--- config.mk ---
export PLATFORM = sky130hd
export DESIGN_NAME = writeback_stage_wb
export DESIGN_NICKNAME = d
export VERILOG_FILES = /design/src/rtl/writeback_stage_wb.sv
export SDC_FILE = /design/constraint.sdc
export NUM_CORES = 1
export LEC_CHECK = 0
export ABC_AREA = 0
export CORE_MARGIN = 2
export CORE_UTILIZATION = 25
export DETAILED_ROUTE_END_ITERATION = 7
export PLACE_DENSITY = 0.56
export SLEW_MARGIN = 10
export SYNTH_ARGS = -nofsm -noshare
export SYNTH_HDL_FRONTEND = slang
export SYNTH_SLANG_ARGS = --single-unit
--- constraint.sdc ---
create_clock -name CLK -period 3.55 [get_ports CLK]
set_input_delay 0.5325 -clock CLK [delete_from_list [all_inputs] [get_ports CLK]]
set_output_delay 0.5325 -clock CLK [all_outputs]
set_load 0.05 [all_outputs]
--- src/rtl/writeback_stage_wb.sv ---
// Writeback stage: latches EX results, sequences the D-cache store handshake, commits register files, owns EFLAGS.
// Latency: commits fire in the first WB cycle, or one cycle after dcache_wr_ack when the store had to wait.
// Backpressure: WB_Stall holds EX and the WB latches while a store awaits ack; define WB_RETIRE_CNT_EN for retire_count.
module writeback_stage_wb #(
    parameter logic [31:0] FLAGS_RESET = 32'h0000_0002,
    parameter int          MM_W        = 64
) (
    input  logic            CLK,
    input  logic            CLR,
    input  logic            WB_V_next,
    input  logic [31:0]     WB_RESULT_A_next,
    input  logic [31:0]     WB_RESULT_B_next,
    input  logic [31:0]     WB_RESULT_C_next,
    input  logic [31:0]     WB_FLAGS_next,
    input  logic [MM_W-1:0] WB_RESULT_MM_next,
    input  logic            v_ex_ld_gpr1,
    input  logic            v_ex_ld_gpr2,
    input  logic            v_cs_ld_gpr3,
    input  logic            v_cs_ld_seg,
    input  logic            v_cs_ld_mm,
    input  logic            v_ex_dcache_write,
    input  logic            ex_ld_flags,
    input  logic            ex_repne,
    input  logic [31:0]     ex_dcache_addr,
    input  logic [1:0]      ex_datasize,
    input  logic            dcache_wr_ack,
    output logic            WB_Stall,
    output logic            wb_repne_terminate_all,
    output logic            dcache_wr_req,
    output logic [31:0]     dcache_wr_addr,
    output logic [31:0]     dcache_wr_data,
    output logic [1:0]      dcache_wr_size,
    output logic            commit_gpr1,
    output logic            commit_gpr2,
    output logic            commit_gpr3,
    output logic            commit_seg,
    output logic            commit_mm,
    output logic [31:0]     wb_result_a,
    output logic [31:0]     wb_result_b,
    output logic [31:0]     wb_result_c,
    output logic [MM_W-1:0] wb_result_mm,
    output logic [31:0]     flags_dataforwarded,
`ifdef WB_RETIRE_CNT_EN
    output logic [31:0]     count_dataforwarded,
    output logic [31:0]     retire_count
`else
    output logic [31:0]     count_dataforwarded
`endif
);

    typedef struct packed {
        logic            v;
        logic            ld_gpr1;
        logic            ld_gpr2;
        logic            ld_gpr3;
        logic            ld_seg;
        logic            ld_mm;
        logic            dcache_write;
        logic            ld_flags;
        logic            repne;
        logic [31:0]     result_a;
        logic [31:0]     result_b;
        logic [31:0]     result_c;
        logic [31:0]     flags;
        logic [31:0]     addr;
        logic [1:0]      size;
        logic [MM_W-1:0] result_mm;
    } wb_lat_t;

    typedef enum logic [1:0] {
        ST_IDLE = 2'd0,
        ST_WAIT = 2'd1,
        ST_DONE = 2'd2
    } st_t;

    wb_lat_t     lat;
    wb_lat_t     lat_d;
    st_t         st;
    st_t         st_nxt;
    logic [31:0] eflags;
    logic        store_pend;
    logic        commit_en;

    always_comb begin
        lat_d              = '0;
        lat_d.v            = WB_V_next;
        lat_d.ld_gpr1      = v_ex_ld_gpr1;
        lat_d.ld_gpr2      = v_ex_ld_gpr2;
        lat_d.ld_gpr3      = v_cs_ld_gpr3;
        lat_d.ld_seg       = v_cs_ld_seg;
        lat_d.ld_mm        = v_cs_ld_mm;
        lat_d.dcache_write = v_ex_dcache_write;
        lat_d.ld_flags     = ex_ld_flags;
        lat_d.repne        = ex_repne;
        lat_d.result_a     = WB_RESULT_A_next;
        lat_d.result_b     = WB_RESULT_B_next;
        lat_d.result_c     = WB_RESULT_C_next;
        lat_d.flags        = WB_FLAGS_next;
        lat_d.addr         = ex_dcache_addr;
        lat_d.size         = ex_datasize;
        lat_d.result_mm    = WB_RESULT_MM_next;
    end

    // The whole latch bundle moves together; a stall freezes it so request fields stay stable.
    always_ff @(posedge CLK) begin
        if (CLR) begin
            lat <= '0;
        end else if (!WB_Stall) begin
            lat <= lat_d;
        end
    end

    assign store_pend = lat.v & lat.dcache_write;

    always_ff @(posedge CLK) begin
        if (CLR) begin
            st <= ST_IDLE;
        end else begin
            st <= st_nxt;
        end
    end

    always_comb begin
        st_nxt = st;
        case (st)
            ST_IDLE: if (store_pend && !dcache_wr_ack) st_nxt = ST_WAIT;
            ST_WAIT: if (dcache_wr_ack) st_nxt = ST_DONE;
            ST_DONE: st_nxt = ST_IDLE;
            default: st_nxt = ST_IDLE;
        endcase
    end

    // An ack in IDLE completes the store in its first cycle, so that instruction never stalls.
    always_comb begin
        dcache_wr_req = 1'b0;
        WB_Stall      = 1'b0;
        case (st)
            ST_IDLE: begin
                dcache_wr_req = store_pend;
                WB_Stall      = store_pend & ~dcache_wr_ack;
            end
            ST_WAIT: begin
                dcache_wr_req = 1'b1;
                WB_Stall      = 1'b1;
            end
            default: begin
                dcache_wr_req = 1'b0;
                WB_Stall      = 1'b0;
            end
        endcase
    end

    assign commit_en   = lat.v & ~WB_Stall;
    assign commit_gpr1 = commit_en & lat.ld_gpr1;
    assign commit_gpr2 = commit_en & lat.ld_gpr2;
    assign commit_gpr3 = commit_en & lat.ld_gpr3;
    assign commit_seg  = commit_en & lat.ld_seg;
    assign commit_mm   = commit_en & lat.ld_mm;

    always_ff @(posedge CLK) begin
        if (CLR) begin
            eflags <= FLAGS_RESET;
        end else if (commit_en && lat.ld_flags) begin
            eflags <= lat.flags;
        end
    end

    // Forwarding deliberately ignores the stall so EX sees the pending flags during a store wait.
    assign flags_dataforwarded = (lat.v & lat.ld_flags) ? lat.flags : eflags;
    assign count_dataforwarded = lat.result_c;

    assign wb_repne_terminate_all = lat.v & lat.repne & ((lat.result_c == 32'd0) | lat.flags[6]);

    assign dcache_wr_addr = lat.addr;
    assign dcache_wr_data = lat.result_b;
    assign dcache_wr_size = lat.size;

    assign wb_result_a  = lat.result_a;
    assign wb_result_b  = lat.result_b;
    assign wb_result_c  = lat.result_c;
    assign wb_result_mm = lat.result_mm;

`ifdef WB_RETIRE_CNT_EN
    always_ff @(posedge CLK) begin
        if (CLR) begin
            retire_count <= 32'd0;
        end else if (commit_en) begin
            retire_count <= retire_count + 32'd1;
        end
    end
`endif

endmodule

==> flow_summary.yaml, run 1 <==
global_route:
  antenna_found_initial: 2
  overflow: 0
  grt_pass1_vias: 9793
  track_usage_pct: 15.19
  grt_pass1_wl_um: 59160
  grt_max_degree: 152
synthesis:
  synth_warnings: 0
  syn-num-nets: 1795
  synth_top_family_by_area: "buffers and inverters"
  synth.area.mux_share_pct: 0
  syn_area_mm2: 0.01181
  syn_area_per_cell_um2: 7.584
  synth_xor_xnor_area_share_pct: 0
  ys_top_cells_by_area: "dfxtp_1 46%, nand2_1 18%, buf_4 16%, a21oi_1 11%, clkbuf_1 1.7%"
  yosysUniqueCellTypes: 25
  yosys.area.top_type_share_pct: 45.60
  synth_seq_cells: 269
  synth_cells: 1557
  synth-seq-area-share_pct: 45.60
  synth_fa_ha_area_share_pct: 0
  synthSimpleGateAreaFrac_pct: 20.60
  synth_compound_area_share_pct: 12.97
  synth_top_cell_by_area: "dfxtp_1"
layout:
  area_growth_pct: 42.59
  nNetsFinal: 2019
  stdcell_area_mm2: 0.01684
  drive_gt1_share_pct: 4.377
  antenna_cells: 0
route:
  ant_nets: 0
  drc_errors: 0
  drt-pass1-iter-count: 5
  via_per_inst: 4.278
  num_vias: 10320
  drtIter0Drc: 551
  post_drt_wl_per_cell_um: 16.26
  routed_wirelength_um: 39220
clocking:
  clkLatencyLatePin_ps: 530
  root_buffer: "clkbuf_16"
  post_cts_buffers: 0
  h-tree-depth: 2
  cts-resized-gates: 0
  clkTransAtPathRegs_ps: 50
  clk_path_buf_depth: 3
  postCtsHoldBufs: 0
  cts_tree: "yes"
  cts.sinks: 269
  numCtsBuffers: 35
floorplan:
  initial_core_util_pct: 25.36
  die_y_um: 221.3
  die_w_um: 221.3
  row_count: 79
  core_area_mm2: 0.04656
  ios: 536
  dieArea_mm2: 0.04899
timing:
  fmax_mhz: 315.2
  finalMaxSlewViolations: 0
  tightest_slew_ps: 961.1
  post-route-period-util_pct: 89.36
  relSlewSlack_pct: 35.93
  final.setup.tns_ps: 0
  clock_skew_ps: 13.95
  fin_crit_ps: 3172
  setup_viol: 0
  layout_setup_ws_ps: 377.7
  fin_hold_ws_ps: 445.1
  rsz0062_at_grt: "no"
  finalHoldViolCount: 0
place:
  dpl_worst_slack_ps: 753.4
  post-dp-hpwl_um: 27330
  io_buffers: 535
  gp_congestion: 0.8276
  placed_area_mm2: 0.01569
status:
  outcome: "complete, no violations"
critical_path:
  critical_path.max_fanout: 4
  worstPathArrival_ps: 2640
  slowest_stage: "clkdlybuf4s50_1"
  crit_start: "count_dataforwarded[6]"
  reg2reg_slack_ps: 1300
  critPathLaunchType: "register"
  rr_worst_depth: 7
  cp.required_ps: 3020
  path_cells: "nor4_1, nand4_1, nor2_1, o211a_1, clkdlybuf4s50_1"
  endpoint_kind: "output port"
  crit_buf_inv: 1
  worstReg2RegEnd: "wb_result_a[21]"
  crit_type: "reg2out"
  slowest_delay_ps: 820
  cp_top_family: "buffers and inverters"
  r2r-start: "lat[234]"
pwr:
  switching_power_mw: 2.512
  p_sw_share_pct: 29.43
  pwr_density_cell_mw_per_mm2: 506.9
  comb_power_share_pct: 19.7
  clockPowerShare_pct: 41.5
  leakagePower_nw: 6.665
  pwr-share-seq_pct: 38.8
  p_int_mw: 6.023
  ir_drop_mv: 0.3350
worst_hold_path:
  hold_depth: 2
  min_from: "lat[230]"
  hold_end: "lat[230]"
  hp-class: "reg2reg"
job:
  drv_cap: 0
cell usage after synthesis (all sizes together):
cell,number
and2,1
nor4b,1
clkbuf,54
a21o,1
and3,5
nand3b,2
o211a,1
nor4,9
o21ai,32
dfxtp,269
nand4,2
nor2b,1
inv,2
o21bai,1
nor2,2
a21oi,267
buf,307
nand2,567
o21ba,1
nand3,32
kinds of logic (layout without fill, tap and decap cells):
family,after synthesis,in the layout
AOI/OAI and AO/OA,303,303
and+or+nand+nor,622,622
DFF,269,269
buffers and inverters,363,611
per-layer routing:
layer | up-vias | track usage, % | share of wire, %
met4 | 4 | 4.763 | 2.0
met1 | 4762 | 18.74 | 42
met3 | 50 | 4.156 | 6.8
li1 | 5184 | - | -
met2 | 319 | 25.62 | 49
met5 | - | 0 | 0.059
power by group through the flow:
stage               Clock [mW]  Sequential [mW]  Combinational, mW
floorplan                    0             3.34               1.22
global placement             0             3.37               1.68
detailed placement           0             3.38               1.69
CTS                       3.68             3.31               1.70
global route              3.79             3.33               1.76
finish                    3.54             3.31               1.68
worst max-delay path by stage:
| stage | endpoint | depth (start not counted) |
|---|---|---|
| CTS | flags_dataforwarded[3] | 5 |
| finish | wb_repne_terminate_all | 5 |
| global route | flags_dataforwarded[16] | 5 |
| detailed placement | wb_result_a[21] | 7 |
| floorplan | commit_gpr1 | 5 |
| global placement | wb_result_a[15] | 7 |
flip-flops by register name, summed over array words and instances (netlist names):
signal	count
wb_result_mm	64
lat	41
count_dataforwarded	32
dcache_wr_addr	32
dcache_wr_data	32
eflags	32
wb_result_a	32
dcache_wr_size	2
st	2
cell type report:
type / instances / area (um^2)
clock inverter: 11 / 141.4
multi-input combinational: 925 / 3986
sequential: 269 / 5385
clock buffer: 50 / 1005
inverter: 2 / 12.51
tap: 607 / 759.5
timing repair buffer: 548 / 5549
fill: 4753 / 29720
worst min-delay path: cells and delay by family, from the launching register on:
family | cells | cell delay (ps)
DFF | 1 | 300
and+or+nand+nor | 1 | 50
AOI/OAI and AO/OA | 1 | 50
layout by cell type (no fill, tap or decap), types with 2 or more instances in the layout:
master / count
buf_12: 9
o21ai_0: 32
nand3b_1: 2
and3_1: 5
nor4_1: 9
buf_4: 12
nand4_1: 2
nand2_1: 566
clkbuf_16: 37
clkinvlp_4: 3
a21oi_1: 267
nor2_1: 2
clkdlybuf4s50_1: 526
nand3_1: 32
clkbuf_1: 10
clkbuf_8: 4
dfxtp_1: 269
bufinv_16: 3
clkinv_2: 4
per-stage QoR:
stage	std cells	power (mW)	utilization [%]
2_1_floorplan	1557	4.560	-
3_3_place_gp	2351	5.055	33.71
3_5_place_dp	2351	5.067	33.71
4_1_cts	2412	8.687	36.17
5_1_grt	2412	8.880	36.17
6_report	2412	8.535	36.17
Note: power is estimated with default switching activity, not from simulation.
==> inputs of run 2 (changes only) <==
--- a/config.mk
+++ b/config.mk
@@ -6,6 +6,7 @@
 export NUM_CORES = 1
 export LEC_CHECK = 0
 export ABC_AREA = 0
+export ABC_CLOCK_PERIOD_IN_PS = 3550
 export CORE_MARGIN = 2
 export CORE_UTILIZATION = 25
 export DETAILED_ROUTE_END_ITERATION = 7
==> results of run 2 <==
The final DEF is identical to that of run 1; final timing and power are the same.
